$ cat src/rtl/exp_sub_arbiter_pkg.sv
// Shared constants and types for the exponent-difference subtractor arbiter.
// Holds the default configuration, id-width derivation and response-entry layout.
package exp_sub_arbiter_pkg;

    localparam int DEF_NUM_REQ = 4;
    localparam int DEF_BW      = 5;
    localparam int FIFO_DEPTH  = 2;

    // A single requester still needs a 1-bit id field.
    function automatic int id_width(input int n);
        return (n <= 2) ? 1 : $clog2(n);
    endfunction

    localparam int DEF_ID_W = id_width(DEF_NUM_REQ);

    typedef struct packed {
        logic [DEF_ID_W-1:0] id;
        logic                c;
        logic [DEF_BW-1:0]   s;
    } resp_entry_t;

    localparam int DEF_ENTRY_W = $bits(resp_entry_t);

endpackage

$ cat src/rtl/exp_sub_arbiter_rr.sv
// Round-robin grant selection with a last-granted pointer.
// The pointer only moves when a grant is actually accepted.
module exp_sub_arbiter_rr #(
    parameter int NUM_REQ = 4,
    parameter int ID_W    = 2
) (
    input  logic               clock,
    input  logic               reset,
    input  logic [NUM_REQ-1:0] req_valid,
    input  logic               accept,
    output logic [ID_W-1:0]    grant_idx,
    output logic               grant_any
);

    logic [ID_W-1:0] last;
    logic [ID_W-1:0] cand;

    // Scan from the farthest offset down so the nearest valid index after last wins.
    always_comb begin
        grant_idx = '0;
        grant_any = 1'b0;
        cand      = '0;
        for (int k = NUM_REQ; k >= 1; k--) begin
            cand = ID_W'((int'(last) + k) % NUM_REQ);
            if (req_valid[cand]) begin
                grant_idx = cand;
                grant_any = 1'b1;
            end
        end
    end

    always_ff @(posedge clock) begin
        if (reset) begin
            last <= ID_W'(NUM_REQ - 1);
        end else if (accept) begin
            last <= grant_idx;
        end
    end

endmodule

$ cat src/rtl/full_subtractor.sv
// Unsigned WIDTH-bit subtractor: s = (a - b) mod 2^WIDTH, c = borrow out (a < b).
module full_subtractor #(
    parameter int WIDTH = 5
) (
    input  logic [WIDTH-1:0] a,
    input  logic [WIDTH-1:0] b,
    output logic [WIDTH-1:0] s,
    output logic             c
);

    assign {c, s} = {1'b0, a} - {1'b0, b};

endmodule

$ cat src/rtl/exp_sub_arbiter.sv
// Time-shares one full_subtractor among NUM_REQ requesters, returning tagged
// results through a 2-entry in-order response FIFO.
module exp_sub_arbiter
    import exp_sub_arbiter_pkg::*;
#(
    parameter int NUM_REQ = DEF_NUM_REQ,
    parameter int BW      = DEF_BW,
    parameter int ID_W    = id_width(NUM_REQ)
) (
    input  logic                  clock,
    input  logic                  reset,
    input  logic [NUM_REQ-1:0]    io_req_valid,
    output logic [NUM_REQ-1:0]    io_req_ready,
    input  logic [NUM_REQ*BW-1:0] io_req_a,
    input  logic [NUM_REQ*BW-1:0] io_req_b,
    output logic                  io_resp_valid,
    input  logic                  io_resp_ready,
    output logic [BW-1:0]         io_resp_s,
    output logic                  io_resp_c,
    output logic [ID_W-1:0]       io_resp_id
);

    localparam int ENTRY_W = ID_W + 1 + BW;

    logic [ID_W-1:0]    grant_idx;
    logic               grant_any;
    logic               can_accept;
    logic               accept;
    logic               pop;
    logic [1:0]         count;
    logic [ENTRY_W-1:0] slot0;
    logic [ENTRY_W-1:0] slot1;
    logic [ENTRY_W-1:0] new_entry;
    logic [BW-1:0]      sel_a;
    logic [BW-1:0]      sel_b;
    logic [BW-1:0]      diff_s;
    logic               diff_c;

    exp_sub_arbiter_rr #(
        .NUM_REQ (NUM_REQ),
        .ID_W    (ID_W)
    ) u_rr (
        .clock     (clock),
        .reset     (reset),
        .req_valid (io_req_valid),
        .accept    (accept),
        .grant_idx (grant_idx),
        .grant_any (grant_any)
    );

    assign io_resp_valid = (count != 2'd0);
    assign pop           = io_resp_valid && io_resp_ready;
    assign can_accept    = (count < 2'(FIFO_DEPTH)) || ((count == 2'(FIFO_DEPTH)) && pop);
    assign accept        = grant_any && can_accept;

    always_comb begin
        io_req_ready = '0;
        if (grant_any) begin
            io_req_ready[grant_idx] = can_accept;
        end
    end

    assign sel_a = io_req_a[int'(grant_idx)*BW +: BW];
    assign sel_b = io_req_b[int'(grant_idx)*BW +: BW];

    full_subtractor #(
        .WIDTH (BW)
    ) u_sub (
        .a (sel_a),
        .b (sel_b),
        .s (diff_s),
        .c (diff_c)
    );

    assign new_entry = {grant_idx, diff_c, diff_s};

    // slot0 is always the head; popping the last entry leaves slot0 untouched so
    // the outputs keep their final values while the FIFO is empty.
    always_ff @(posedge clock) begin
        if (reset) begin
            count <= 2'd0;
            slot0 <= '0;
            slot1 <= '0;
        end else begin
            case ({accept, pop})
                2'b10: begin
                    if (count == 2'd0) begin
                        slot0 <= new_entry;
                    end else begin
                        slot1 <= new_entry;
                    end
                    count <= count + 2'd1;
                end
                2'b01: begin
                    if (count == 2'd2) begin
                        slot0 <= slot1;
                    end
                    count <= count - 2'd1;
                end
                2'b11: begin
                    if (count == 2'd1) begin
                        slot0 <= new_entry;
                    end else begin
                        slot0 <= slot1;
                        slot1 <= new_entry;
                    end
                end
                default: begin
                end
            endcase
        end
    end

    assign {io_resp_id, io_resp_c, io_resp_s} = slot0;

endmodule

$ cat config.mk
export PLATFORM = sky130hd
export DESIGN_NAME = exp_sub_arbiter
export DESIGN_NICKNAME = d
export VERILOG_FILES = /design/src/rtl/exp_sub_arbiter_pkg.sv /design/src/rtl/exp_sub_arbiter_rr.sv /design/src/rtl/full_subtractor.sv /design/src/rtl/exp_sub_arbiter.sv
export SDC_FILE = /design/constraint.sdc
export NUM_CORES = 1
export LEC_CHECK = 0
export BUFFER_PORTS_ARGS = -buffer_cell sky130_fd_sc_hd__buf_2
export CAP_MARGIN = 15
export CORE_MARGIN = 4
export CORE_UTILIZATION = 35
export DETAILED_ROUTE_END_ITERATION = 7
export GPL_ROUTABILITY_DRIVEN = 0
export HOLD_SLACK_MARGIN = 0.12
export PLACE_DENSITY = 0.68
export REMOVE_ABC_BUFFERS = 1
export SLEW_MARGIN = 20
export SYNTH_ARGS = -nofsm -noshare
export SYNTH_HDL_FRONTEND = slang
export SYNTH_SLANG_ARGS = --single-unit
export TNS_END_PERCENT = 30
$ cat constraint.sdc
create_clock -name clock -period 4.35 [get_ports clock]
set_clock_uncertainty 0.05 [all_clocks]
set_input_delay 0.6525 -clock clock [delete_from_list [all_inputs] [get_ports clock]]
set_output_delay 0.6525 -clock clock [all_outputs]
set_load 0.05 [all_outputs]
==> impl_results.md <==
* Status: finished, final reports clean
* Mapped Area at 1590 um2
* Post-synthesis sequential area ratio at 0.252
* Crit path kind: in2reg
* CP arrival at 3280 ps
* Main combinational cell family by area after synthesis: multiplexers
* Critical hold path startpoint: slot1[3]
* Minimum clock period at 3200 ps
* Largest net degree at the start of global routing at 21
* Post-synthesis adder-cell area fraction at 0.107
* Global-route wire length before repair at 6060 um
* Clock Sinks at 20
* DR WL/cell at 12.4 um
* Post-CTS Resized at 0
* Vias in the first global route at 1416
* Hold path cells at 2
* Chip height at 75.4 um
* Complex-gate fraction of the synthesized area at 0.174
* Area Overhead vs Synth at 25.6%
* #FFs+latches synth at 20
* Clk slew on worst S/H paths at 80 ps
* Fin util at 0.455
* Setup Total Neg Slack at 0 ps
* Synth warnings at 0
* Max-slew violation count at 0
* Static Leakage at 0.985 nW
* Slowest cell on the critical path: o21ai_2
* Drt pass-1 iters at 4
* Antenna violations before repair at 0
* MaxCap Viol Count at 0
* Total GRT Usage at 0.137
* Worst VDD drop at 0.281 mV
* Vias at 1473
* Cell count after synthesis at 180
* R2R Path End: slot0[4]
* Grt ovf at 0
* CP startpoint kind: input port
* Worst-path fanout max at 17
* DRT Wirelength at 3610 um
* CTS buffer count at 3
* Core Region at 4380 um2
* Antenna viol nets, final at 0
* Crit path buffers/inverters at 2
* Post-synth EDFFs at 0
* Leading cell types in the layout, fill and taps excluded: buf_2, mux2i_1, nor2_1, dfxtp_1, ha_1
* Reg-to-reg setup timing slack at 1270 ps
* Max clock buf depth at 2
* RSZ-0062 raised after global routing: no
* CP Data Required Time at 4430 ps
* Post-synthesis mux area share at 0.231
* Initial drt markers at 51
* Post-Synth Simple-Gate Area at 0.151
* Post-DP HPWL at 2970 um
* Worst-margin pin slew at 581 ps
* Slew HR at 0.612
* Top FF cell, synth: dfxtp_1
* Fin. Hold Viols at 0
* Vias per std cell at 5.04
* Final setup viols at 0
* R2r worst-path depth at 12
* Min-Delay Path Class: reg2reg
* # rows at 24
* H-tree levels at 1
* Period utilisation layout at 0.736
* Post-placement worst setup slack at 850 ps
* Synth Area in XOR/XNOR at 0.0220
* R2R Path Start: u_rr.last[1]
* Syn Area/Cell at 8.83 um2
* Placed cells at 288
* Initial Util at 0.363
* Final net count at 301
* Max incr delay on CP at 380 ps
* Clock latency on the worst-skew pair at 270 ps
* # hold bufs at CTS at 0
* Critical Path Most Common Cell: nand2b_1
* Overall Power at 1.41 mW
* Critical path endpoint category: flop
* Post-route DRC at 0
* Achievable clock frequency at 312 MHz
* Synth cell types at 41
* End of the worst hold path: slot1[3]
* Setup ws final at 1150 ps
* DIE WIDTH at 75.4 um
* Finished Layout Cells at 292
* Die area at 5690 um2
* Antenna diodes at 0
* Most common cell after layout, fill and taps aside: buf_2
* CP top delay family: compound AO/OA/AOI/OAI gates
* Fraction of layout cells with a size suffix above 1 at 0.325
* Clk root buf: clkbuf_8
* Postcts setup bufs at 0
* Asr flop ratio synth at 0
* CTS tree: done
* PortBufs at 59
* # IOs at 60
* CP Cell Sequence: buf_2, nand2b_1, a21boi_0, o21ai_2, buf_4, mux2i_1, mux2_2, ha_1, nor2b_1, o21ai_0, nand2b_1, a221oi_1, a211oi_1
* P per Cell Area at 707 nW/um2
per-stage QoR:
step                      area (um2)  hold slack (ps)
after floorplan                 1530              381
after global placement          1930              395
after detailed placement        1930              415
after CTS                       2000              426
after global routing            2000              445
final                           2000              418
worst max path at each step:
stage	from	to	slack, ps	depth (start not counted)
2_1_floorplan	io_req_valid[2]	slot0[4]	610	12
5_1_grt	io_req_valid[2]	slot0[4]	940	13
3_3_place_gp	io_req_valid[2]	slot0[3]	930	12
3_5_place_dp	io_req_valid[2]	slot0[4]	850	13
6_report	io_req_valid[2]	slot0[4]	1150	13
4_1_cts	io_req_valid[2]	slot0[4]	1120	13
registers in the layout (all words and copies together) (netlist names):
signal     count
count          2
slot0          8
slot1          8
u_rr.last      2
cell families (layout without fill, tap and decap cells):
logic type | count (synthesis) | after routing
compound gates | 38 | 38
buf+inv | 18 | 78
flops | 20 | 20
fa+ha+maj | 13 | 13
simple gates | 51 | 51
mux | 36 | 36
xor+xnor | 4 | 4
worst min-delay path: stages (launching register included):
cell	delay, ps
dfxtp_1	320
nand2_1	50
a21oi_1	60
report_power, final:
group | switching [mW] | internal [mW]
Sequential | 0.0405 | 0.253
Combinational | 0.557 | 0.371
Clock | 0.0678 | 0.123
synthesized netlist by cell type, types with 2 or more instances:
cell / number / area share
xnor2_1: 4 / 0.022
nand2b_1: 6 / 0.024
or3_1: 2 / 0.0079
clkbuf_1: 3 / 0.0071
ha_1: 12 / 0.094
nand2_1: 10 / 0.024
inv_1: 10 / 0.024
nor2_1: 23 / 0.054
o211ai_1: 2 / 0.0094
a211oi_1: 7 / 0.033
mux2i_1: 30 / 0.19
mux2_2: 6 / 0.042
o21ai_0: 3 / 0.0094
a22oi_1: 3 / 0.014
and3_1: 2 / 0.0079
nor2b_1: 4 / 0.016
a21oi_1: 9 / 0.028
dfxtp_1: 20 / 0.25
buf_4: 2 / 0.0094
routing by layer:
layer  part of all wire  track usage
met1               0.45        0.173
met3              0.084       0.0356
met5                  0            0
met4              0.015       0.0466
met2               0.45        0.227
area by class of cell:
| cell class | count | area, um2 |
|---|---|---|
| fill | 438 | 2390 |
| timing repair buffer | 64 | 333 |
| clock inverter | 1 | 30.0 |
| sequential | 20 | 400 |
| inverter | 10 | 37.5 |
| multi-input combinational | 142 | 1090 |
| clock buffer | 3 | 41.3 |
| tap | 52 | 65.1 |
(Power assumes the default switching activity.)
